[src/rtl/matrix_io_port.sv]
// matrix_io_port: chip-side responder for the matrix accelerator pad protocol.
// Captures 32-byte input matrices, hands each one to the compute core, stores
// the core's 16 results per matrix, and serves host readback as 9-bit halves.
module matrix_io_port #(
  parameter int MATRIX_NUM = 2,
  parameter int X_W        = 8,
  parameter int RES_W      = 18,  // must be 2*OUT_W
  parameter int OUT_W      = 9
) (
  input  logic             clk,
  input  logic             rst,
  input  logic             start_in,
  input  logic             valid_input,
  input  logic [X_W-1:0]   x_load,
  input  logic             read_n,
  input  logic [7:0]       r_addr,
  output logic             ry,
  output logic [OUT_W-1:0] read_data,
  output logic             finish,
  input  logic [4:0]       x_rd_addr,
  output logic [X_W-1:0]   x_rd_data,
  output logic             core_start,
  input  logic             core_res_we,
  input  logic [3:0]       core_res_addr,
  input  logic [RES_W-1:0] core_res_data,
  input  logic             core_done
);
  localparam int DEPTH = MATRIX_NUM * 16;
  localparam int RAW   = $clog2(DEPTH);
  // m_idx must be able to hold MATRIX_NUM once the batch completes
  localparam int MW    = $clog2(MATRIX_NUM + 1);

  typedef enum logic [2:0] {IDLE, LOAD, COMPUTE, WAIT_NEXT, ALL_DONE} st_t;
  typedef enum logic [1:0] {R_IDLE, R_MEM, R_LO, R_HI} rd_st_t;

  st_t              st, st_nx;
  rd_st_t           rs, rs_nx;
  logic [4:0]       bcnt;
  logic [MW-1:0]    m_idx;
  logic [X_W-1:0]   xbuf [32];
  logic [RES_W-1:0] res_mem [DEPTH];
  logic [7:0]       addr_q;
  logic [RES_W-1:0] word_q;

  logic           load_beat, last_beat, res_wr, rd_acc, enter_load;
  logic [RAW-1:0] wr_idx;

  assign load_beat  = (st == LOAD) && valid_input;
  assign last_beat  = load_beat && (bcnt == 5'd31);
  assign res_wr     = (st == COMPUTE) && core_res_we;
  assign enter_load = (st_nx == LOAD) && (st != LOAD);
  assign rd_acc     = ry && !read_n;
  assign wr_idx     = RAW'({m_idx, 4'b0000}) + RAW'(core_res_addr);
  assign x_rd_data  = xbuf[x_rd_addr];

  // main FSM state register
  always_ff @(posedge clk or negedge rst)
    if (!rst) st <= IDLE;
    else      st <= st_nx;

  // main FSM next state; a same-cycle result write lands before COMPUTE exits
  always_comb begin
    st_nx = st;
    case (st)
      IDLE:                if (start_in)  st_nx = LOAD;
      LOAD:                if (last_beat) st_nx = COMPUTE;
      COMPUTE:             if (core_done)
                             st_nx = (int'(m_idx) + 1 < MATRIX_NUM) ? WAIT_NEXT : ALL_DONE;
      WAIT_NEXT, ALL_DONE: if (start_in)  st_nx = LOAD;
      default:             st_nx = IDLE;
    endcase
  end

  // main FSM outputs; host reads only while the core is not touching memory
  always_comb begin
    finish = (st == WAIT_NEXT) || (st == ALL_DONE);
    ry     = ((st == IDLE) || (st == WAIT_NEXT) || (st == ALL_DONE)) && (rs == R_IDLE);
  end

  // byte counter, matrix index, and the one-cycle core start pulse
  always_ff @(posedge clk or negedge rst)
    if (!rst) begin
      bcnt       <= '0;
      m_idx      <= '0;
      core_start <= 1'b0;
    end else begin
      core_start <= last_beat;
      if (enter_load)     bcnt <= '0;
      else if (load_beat) bcnt <= bcnt + 5'd1;
      if ((st == ALL_DONE) && start_in)     m_idx <= '0;
      else if ((st == COMPUTE) && core_done) m_idx <= m_idx + 1'b1;
    end

  // input buffer and result memory; contents survive reset
  always_ff @(posedge clk) begin
    if (load_beat) xbuf[bcnt]      <= x_load;
    if (res_wr)    res_mem[wr_idx] <= core_res_data;
  end

  // read FSM state register
  always_ff @(posedge clk or negedge rst)
    if (!rst) rs <= R_IDLE;
    else      rs <= rs_nx;

  // read FSM next state: fixed four-step walk once a request is accepted
  always_comb begin
    rs_nx = rs;
    case (rs)
      R_IDLE:  if (rd_acc) rs_nx = R_MEM;
      R_MEM:   rs_nx = R_LO;
      R_LO:    rs_nx = R_HI;
      R_HI:    rs_nx = R_IDLE;
      default: rs_nx = R_IDLE;
    endcase
  end

  // read datapath: latch address, fetch word (zero if out of range), emit halves
  always_ff @(posedge clk or negedge rst)
    if (!rst) begin
      addr_q    <= '0;
      word_q    <= '0;
      read_data <= '0;
    end else begin
      case (rs)
        R_IDLE: if (rd_acc) addr_q <= r_addr;
        R_MEM:  word_q    <= ({1'b0, addr_q} < 9'(DEPTH)) ? res_mem[addr_q[RAW-1:0]] : '0;
        R_LO:   read_data <= word_q[OUT_W-1:0];
        R_HI:   read_data <= word_q[RES_W-1:OUT_W];
        default: ;
      endcase
    end
endmodule

[config.mk]
export PLATFORM = sky130hd
export DESIGN_NAME = matrix_io_port
export DESIGN_NICKNAME = d
export VERILOG_FILES = /design/src/rtl/matrix_io_port.sv
export SDC_FILE = /design/constraint.sdc
export NUM_CORES = 1
export LEC_CHECK = 0
export CAP_MARGIN = 20
export CORE_ASPECT_RATIO = 0.75
export CORE_MARGIN = 4
export CORE_UTILIZATION = 65
export DETAILED_ROUTE_END_ITERATION = 8
export HOLD_SLACK_MARGIN = 0.06
export PLACE_DENSITY = 0.84
export SETUP_SLACK_MARGIN = 0.15
export SYNTH_ARGS = -nofsm -noshare
export SYNTH_HDL_FRONTEND = slang
export SYNTH_SLANG_ARGS = --single-unit
[constraint.sdc]
create_clock -name clk -period 5.5 [get_ports clk]
set_clock_uncertainty 0.05 [all_clocks]
set_input_delay 0.55 -clock clk [delete_from_list [all_inputs] [get_ports clk]]
set_output_delay 0.55 -clock clk [all_outputs]
set_load 0.02 [all_outputs]
==> impl_metrics.env, run 1 <==
export IMPL_seqCellArea_um2=26190
export IMPL_die_h_um=207
export IMPL_root_buffer="clkbuf_16"
export IMPL_cp_arrival_ps=3380
export IMPL_crit_chain="buf_4 > buf_12 > mux4_2 > mux4_2 > mux2_2 > clkdlybuf4s50_1"
export IMPL_place_area_um2=35900
export IMPL_power_density_nw_per_um2=441.4
export IMPL_grt_pass1_wl_mm=120.1
export IMPL_multi_input_area_um2=7666
export IMPL_cts_buffers=80
export IMPL_nFillCells=2661
export IMPL_final_cells=2589
export IMPL_min_period_ps=3976
export IMPL_pin_count=70
export IMPL_dpl_worst_slack_ps=1497
export IMPL_synth_flop_cell="edfxtp_1"
export IMPL_drv_slew=0
export IMPL_setup_tns_ps=0
export IMPL_yosys_warnings=0
export IMPL_fin_crit_sh=0.7229
export IMPL_areaGrowthSynthToFinish_pct=13.43
export IMPL_synth_yosys_seq_area_share=0.7630
export IMPL_place_congestion=0.8616
export IMPL_critical_path_top_delay_family="buffers and inverters"
export IMPL_whs_ps=450.6
export IMPL_async_reset_ff_frac=0.05455
export IMPL_start_util=0.6614
export IMPL_max_stage_delay_ps=580
export IMPL_clk_pin_slew_ps=60
export IMPL_grt_pass1_vias=17530
export IMPL_drt_initial_drc_count=3180
export IMPL_vias_per_cell=7.062
export IMPL_finalNetCount=1877
export IMPL_placed_cells=2407
export IMPL_routed_wl_mm=86.38
export IMPL_cap_viol_max_count=0
export IMPL_grt_max_degree=51
export IMPL_syn_nets=1749
export IMPL_cp_start_kind="input pin"
export IMPL_worst_pin_slew_ps=1164
export IMPL_antenna_found_initial=3
export IMPL_cp_slowest_cell="clkdlybuf4s50_1"
export IMPL_avgSynthCellArea_um2=20.33
export IMPL_gr_total_overflow=0
export IMPL_ir_drop_mv=0.3278
export IMPL_path_common_cell="mux4_2"
export IMPL_final_cell_area_um2=38930
export IMPL_vias=18280
export IMPL_report_final_hold_viol_count=0
export IMPL_rsz0062_at_grt="no"
export IMPL_cp_max_fo=33
export IMPL_cp_num_buf_inv=3
export IMPL_cts_tree="built"
export IMPL_worstPathRequired_ps=4900
export IMPL_antenna_left=0
export IMPL_worst_setup_path_type="input pin to output port"
export IMPL_dieArea_um2=56580
export IMPL_fp_row_count=72
export IMPL_grt_usage=0.2922
export IMPL_die_w_um=273.3
export IMPL_synth_cell_area_um2=34320
export IMPL_clkSinkCount=880
export IMPL_ys_types=45
export IMPL_clockBufferDepth=3
export IMPL_post_cts_buffers=0
export IMPL_end_kind="output port"
export IMPL_synth_edf_count=832
export IMPL_finalSetupViolCount=0
export IMPL_drtPass1Iterations=6
export IMPL_hpwl_mm=48.10
export IMPL_power_leakage_nw=12.62
export IMPL_fmax_mhz=251.5
export IMPL_run_status="completed"
export IMPL_core_area_um2=51890
export IMPL_ys_seq_elements=880
export IMPL_max_slew_margin=0.2234
export IMPL_drive_gt1_frac=0.2422
export IMPL_fin_ws_ps=1524
export IMPL_port_buffers=69
export IMPL_holdCritPathClass="flip-flop to flip-flop"
export IMPL_synth_cells=1688
export IMPL_clk_insertion_delay_late_ps=640
export IMPL_drc_errors=0
export IMPL_cts_max_level=3
export IMPL_wire_per_inst_um=33.37
[per-layer routing]
| layer | share of wire | track usage | routed length [um] |
|---|---|---|---|
| met1 | 0.38 | 0.4558 | 32440 |
| met4 | 0.023 | 0.05831 | 1946 |
| met3 | 0.13 | 0.07901 | 11620 |
| met5 | 0.00014 | 0 | 12 |
| met2 | 0.47 | 0.4299 | 40370 |
[final timing paths]
kind | slack [ps] | cells past startpoint | from | to
worst min-delay path | 450 | 2 | word_q[9] | read_data[0]
max in group asynchronous | 4360 | 3 | rst | addr_q[1]
min in group asynchronous | 550 | 3 | rst | bcnt[1]
worst min register to register | 450 | 2 | word_q[9] | read_data[0]
worst max-delay path | 1520 | 6 | x_rd_addr[0] | x_rd_data[7]
worst max register to register | 1700 | 3 | st[2] | res_mem[10][1]
[sequential cells by signal, indices dropped and copies added (netlist names)]
signal and flops:
addr_q 8, bcnt 5, core_start 1, m_idx 2
read_data 9, res_mem 576, rs 2, st 3
word_q 18, xbuf 256
[layout by cell type (no fill, tap or decap), drive strengths merged, types with 28 or more instances in the layout]
cell type and count:
mux4 152, clkdlybuf4s50 66, edfxtp 832, mux2i 121
a21oi 40, inv 31, buf 70, a221oi 36
dfrtp 48, nand2 28, clkinv 31, o22ai 35
clkbuf 113, mux2 85, nor2 84
[layout make-up]
type | instances | share of cell area
inverter | 29 | 0.002796
clock inverter | 39 | 0.007232
antenna | 3 | 0.0001928
clock buffer | 110 | 0.05702
sequential | 880 | 0.6729
multi-input combinational | 685 | 0.1969
tap | 703 | 0.02260
timing repair buffer | 140 | 0.04037
[logic make-up (layout without fill, tap and decap cells)]
group                      Yosys count  count (layout)  share of synthesized area
AOI/OAI and AO/OA                  166             166                    0.03394
other                                0               3                          0
xor gates and xnor gates             3               3                  0.0007657
adders and majority gates           11              11                   0.004010
muxes                              358             358                     0.1629
DFF                                880             880                     0.7630
buffers and inverters              123             318                    0.01619
and+or+nand+nor                    147             147                    0.01921
[cells in the mapped netlist (24+ instances only)]
| cell type | number | area (um2) |
|---|---|---|
| edfxtp_1 | 832 | 24980 |
| mux4_2 | 152 | 3423 |
| mux2i_1 | 121 | 1211 |
| mux2_2 | 85 | 957.2 |
| nor2_1 | 83 | 311.6 |
| dfrtp_1 | 48 | 1201 |
| clkbuf_1 | 47 | 176.4 |
| a21oi_1 | 40 | 200.2 |
| a221oi_1 | 36 | 315.3 |
| o22ai_1 | 35 | 219.0 |
| inv_1 | 29 | 108.9 |
| nand2_1 | 28 | 105.1 |
| buf_2 | 24 | 120.1 |
[power breakdown]
group | internal, mW | total (mW) | switching, mW | leakage, nW
logic | 1.66 | 3.90 | 2.24 | 3.30
registers | 7.51 | 7.87 | 0.360 | 8.11
clock network | 2.98 | 5.42 | 2.43 | 1.22
[metrics by stage]
| stage | utilization | power [mW] |
|---|---|---|
| 3_5_place_dp | 0.6919 | 11.67 |
| 4_1_cts | 0.7403 | 17.01 |
| 6_report | 0.7502 | 17.18 |
| 5_1_grt | 0.7502 | 17.68 |
| 2_1_floorplan | - | 10.40 |
| 3_3_place_gp | 0.6907 | 11.56 |
[worst register-to-register path, stage by stage, from the launching register on]
cell and delay (ps):
dfrtp_1 500, nor3b_1 830, nand4b_1 850, nor2_2 1170
[what timing repair did]
item / in CTS / in global routing
hold buffers: 1 / 0
endpoints found under the hold margin: 48 / 0
gates resized for setup: 0 / 0
Note: power is estimated with default switching activity, not from simulation.
==> run 2, diff against run 1 <==
--- a/config.mk
+++ b/config.mk
@@ -8,10 +8,10 @@
 export CAP_MARGIN = 20
 export CORE_ASPECT_RATIO = 0.75
 export CORE_MARGIN = 4
-export CORE_UTILIZATION = 65
+export CORE_UTILIZATION = 62
 export DETAILED_ROUTE_END_ITERATION = 8
 export HOLD_SLACK_MARGIN = 0.06
-export PLACE_DENSITY = 0.84
+export PLACE_DENSITY = 0.8
 export SETUP_SLACK_MARGIN = 0.15
 export SYNTH_ARGS = -nofsm -noshare
 export SYNTH_HDL_FRONTEND = slang
==> constraint.sdc (replaced) <==
create_clock -name clk -period 3.7 [get_ports clk]
set_clock_uncertainty 0.05 [all_clocks]
set_input_delay 0.37 -clock clk [delete_from_list [all_inputs] [get_ports clk]]
set_output_delay 0.37 -clock clk [all_outputs]
set_load 0.02 [all_outputs]
==> run 2 against run 1 <==
Die area rose by 4.7%. Sequential share of layout area shrank 0.65 points. Critical path depth shrank 2. Cell count increased by 1.7%. Core utilization down 3.1 points. First-iteration DRC count down 17%. Critical path type is now flip-flop to output port. Wire length is 4.3% lower. Via count fell by 1.2%. Combinational power rose by 53%.
==> impl_metrics.env, run 2 (synthesis results as in run 1) <==
export IMPL_grt_usage=0.2827
export IMPL_clkSinkCount=880
export IMPL_cts_max_level=3
export IMPL_max_slew_margin=0.3031
export IMPL_die_w_um=279.7
export IMPL_wire_per_inst_um=31.39
export IMPL_vias=18060
export IMPL_start_util=0.6283
export IMPL_min_period_ps=3356
export IMPL_gr_total_overflow=0
export IMPL_fmax_mhz=298.0
export IMPL_min_from="r_addr[1]"
export IMPL_clockBufferDepth=3
export IMPL_antenna_found_initial=5
export IMPL_final_common_cell="edfxtp_1"
export IMPL_finalNetCount=1909
export IMPL_finalSetupViolCount=0
export IMPL_root_buffer="clkbuf_16"
export IMPL_hpwl_mm=47.60
export IMPL_die_h_um=211.8
export IMPL_routed_wl_mm=82.65
export IMPL_dieArea_um2=59220
export IMPL_grt_pass1_wl_mm=120.6
export IMPL_critPathLaunch="xbuf[11][4]"
export IMPL_worst_pin_slew_ps=1042
export IMPL_ir_drop_mv=0.5202
export IMPL_worstPathRequired_ps=3280
export IMPL_fin_crit_sh=0.9070
export IMPL_cap_viol_max_count=0
export IMPL_place_area_um2=36220
export IMPL_power_mw=25.98
export IMPL_cts_tree="built"
export IMPL_nFillCells=3037
export IMPL_rsz0062_at_grt="no"
export IMPL_clk_pin_slew_ps=60
export IMPL_drive_gt1_frac=0.2548
export IMPL_r2r_start="addr_q[1]"
export IMPL_end_kind="output port"
export IMPL_cp_arrival_ps=2940
export IMPL_core_area_um2=54630
export IMPL_pin_count=70
export IMPL_port_buffers=69
export IMPL_report_final_hold_viol_count=0
export IMPL_final_util=0.7195
export IMPL_diodes=0
export IMPL_antenna_left=0
export IMPL_vias_per_cell=6.858
export IMPL_run_status="completed"
export IMPL_fp_row_count=74
export IMPL_worst_setup_path_type="flip-flop to output port"
export IMPL_cp_start_kind="flip-flop"
export IMPL_fin_ws_ps=344.0
export IMPL_areaGrowthSynthToFinish_pct=14.53
export IMPL_cts_resized=0
export IMPL_largest_reg_flops=576
export IMPL_power_density_nw_per_um2=661.1
export IMPL_drt_initial_drc_count=2631
export IMPL_holdCritPathClass="input pin to flip-flop"
export IMPL_crit_chain="mux4_2 > mux4_2 > mux2_2 > clkdlybuf4s50_1"
export IMPL_clk_insertion_delay_late_ps=630
export IMPL_final_cells=2633
export IMPL_placed_cells=2470
export IMPL_regMostFlops="res_mem"
export IMPL_max_stage_delay_ps=550
export IMPL_cp_max_fo=1
export IMPL_drtPass1Iterations=6
export IMPL_cp_slowest_cell="clkdlybuf4s50_1"
export IMPL_top_regs="res_mem x576, xbuf x256, word_q x18"
export IMPL_drc_errors=0
export IMPL_final_cell_mix="edfxtp_1, mux4_2, mux2i_1, mux2_2, clkbuf_16"
export IMPL_path_common_cell="mux4_2"
export IMPL_grt_pass1_vias=17590
export IMPL_final_cell_area_um2=39310
export IMPL_whs_ps=297.4
export IMPL_dpl_worst_slack_ps=368.1
export IMPL_grt_max_degree=75
export IMPL_drv_slew=0
export IMPL_setup_tns_ps=0
export IMPL_cts_buffers=80
export IMPL_place_congestion=0.8385
export IMPL_power_leakage_nw=12.90
[run 2: cell count changes in the layout (fill, tap and decap cells not counted), sizes merged]
| cell | before | now |
|---|---|---|
| diode | 3 | 0 |
| inv | 31 | 32 |
| bufinv | 3 | 8 |
| clkbuf | 113 | 107 |
| clkinv | 31 | 28 |
| buf | 70 | 102 |
| clkinvlp | 3 | 2 |
[run 2: report_power, final]
| part | total [mW] | internal (mW) | switching [mW] |
|---|---|---|---|
| combinational | 5.95 | 2.57 | 3.38 |
| sequential | 11.6 | 11.2 | 0.449 |
| clock | 8.42 | 4.79 | 3.63 |
| total | 26.0 | 18.5 | 7.46 |
[run 2: worst max-delay path, delay by kind of cell, from the launching register on]
| kind | cells | cell delay, ps |
|---|---|---|
| multiplexers | 3 | 1320 |
| buffers and inverters | 1 | 550 |
| flip-flops | 1 | 440 |
[run 2: metal layers]
metal	GRT usage	vias up	routed length [um]
li1	-	7250	-
met1	0.4293	9314	31560
met2	0.4198	1347	38320
met3	0.08291	141	11130
met4	0.06096	6	1620
met5	0	-	23
[run 2: final timing paths]
path	end	depth (start not counted)	slack, ps
max reg2reg	word_q[10]	5	740
max in group asynchronous	st[1]	3	2390
min in group asynchronous	read_data[7]	2	330
min reg2reg	read_data[8]	2	440
max	x_rd_data[4]	4	340
min	addr_q[1]	2	300
[run 2: cell type report]
type                       count  area, um2  area share
multi-input combinational    685       7632      0.1942
timing repair buffer         172       1799     0.04577
inverter                      29      108.9    0.002769
clock inverter                41      464.2     0.01181
tap                          722      903.4     0.02298
sequential                   880      26190      0.6664
clock buffer                 104       2205     0.05609
[run 2: timing repair]
| action | 4_1_cts | 5_1_grt |
|---|---|---|
| hold buffers | 1 | 0 |
| buffers inserted | 0 | 0 |
| hold endpoints to repair | 28 | 0 |
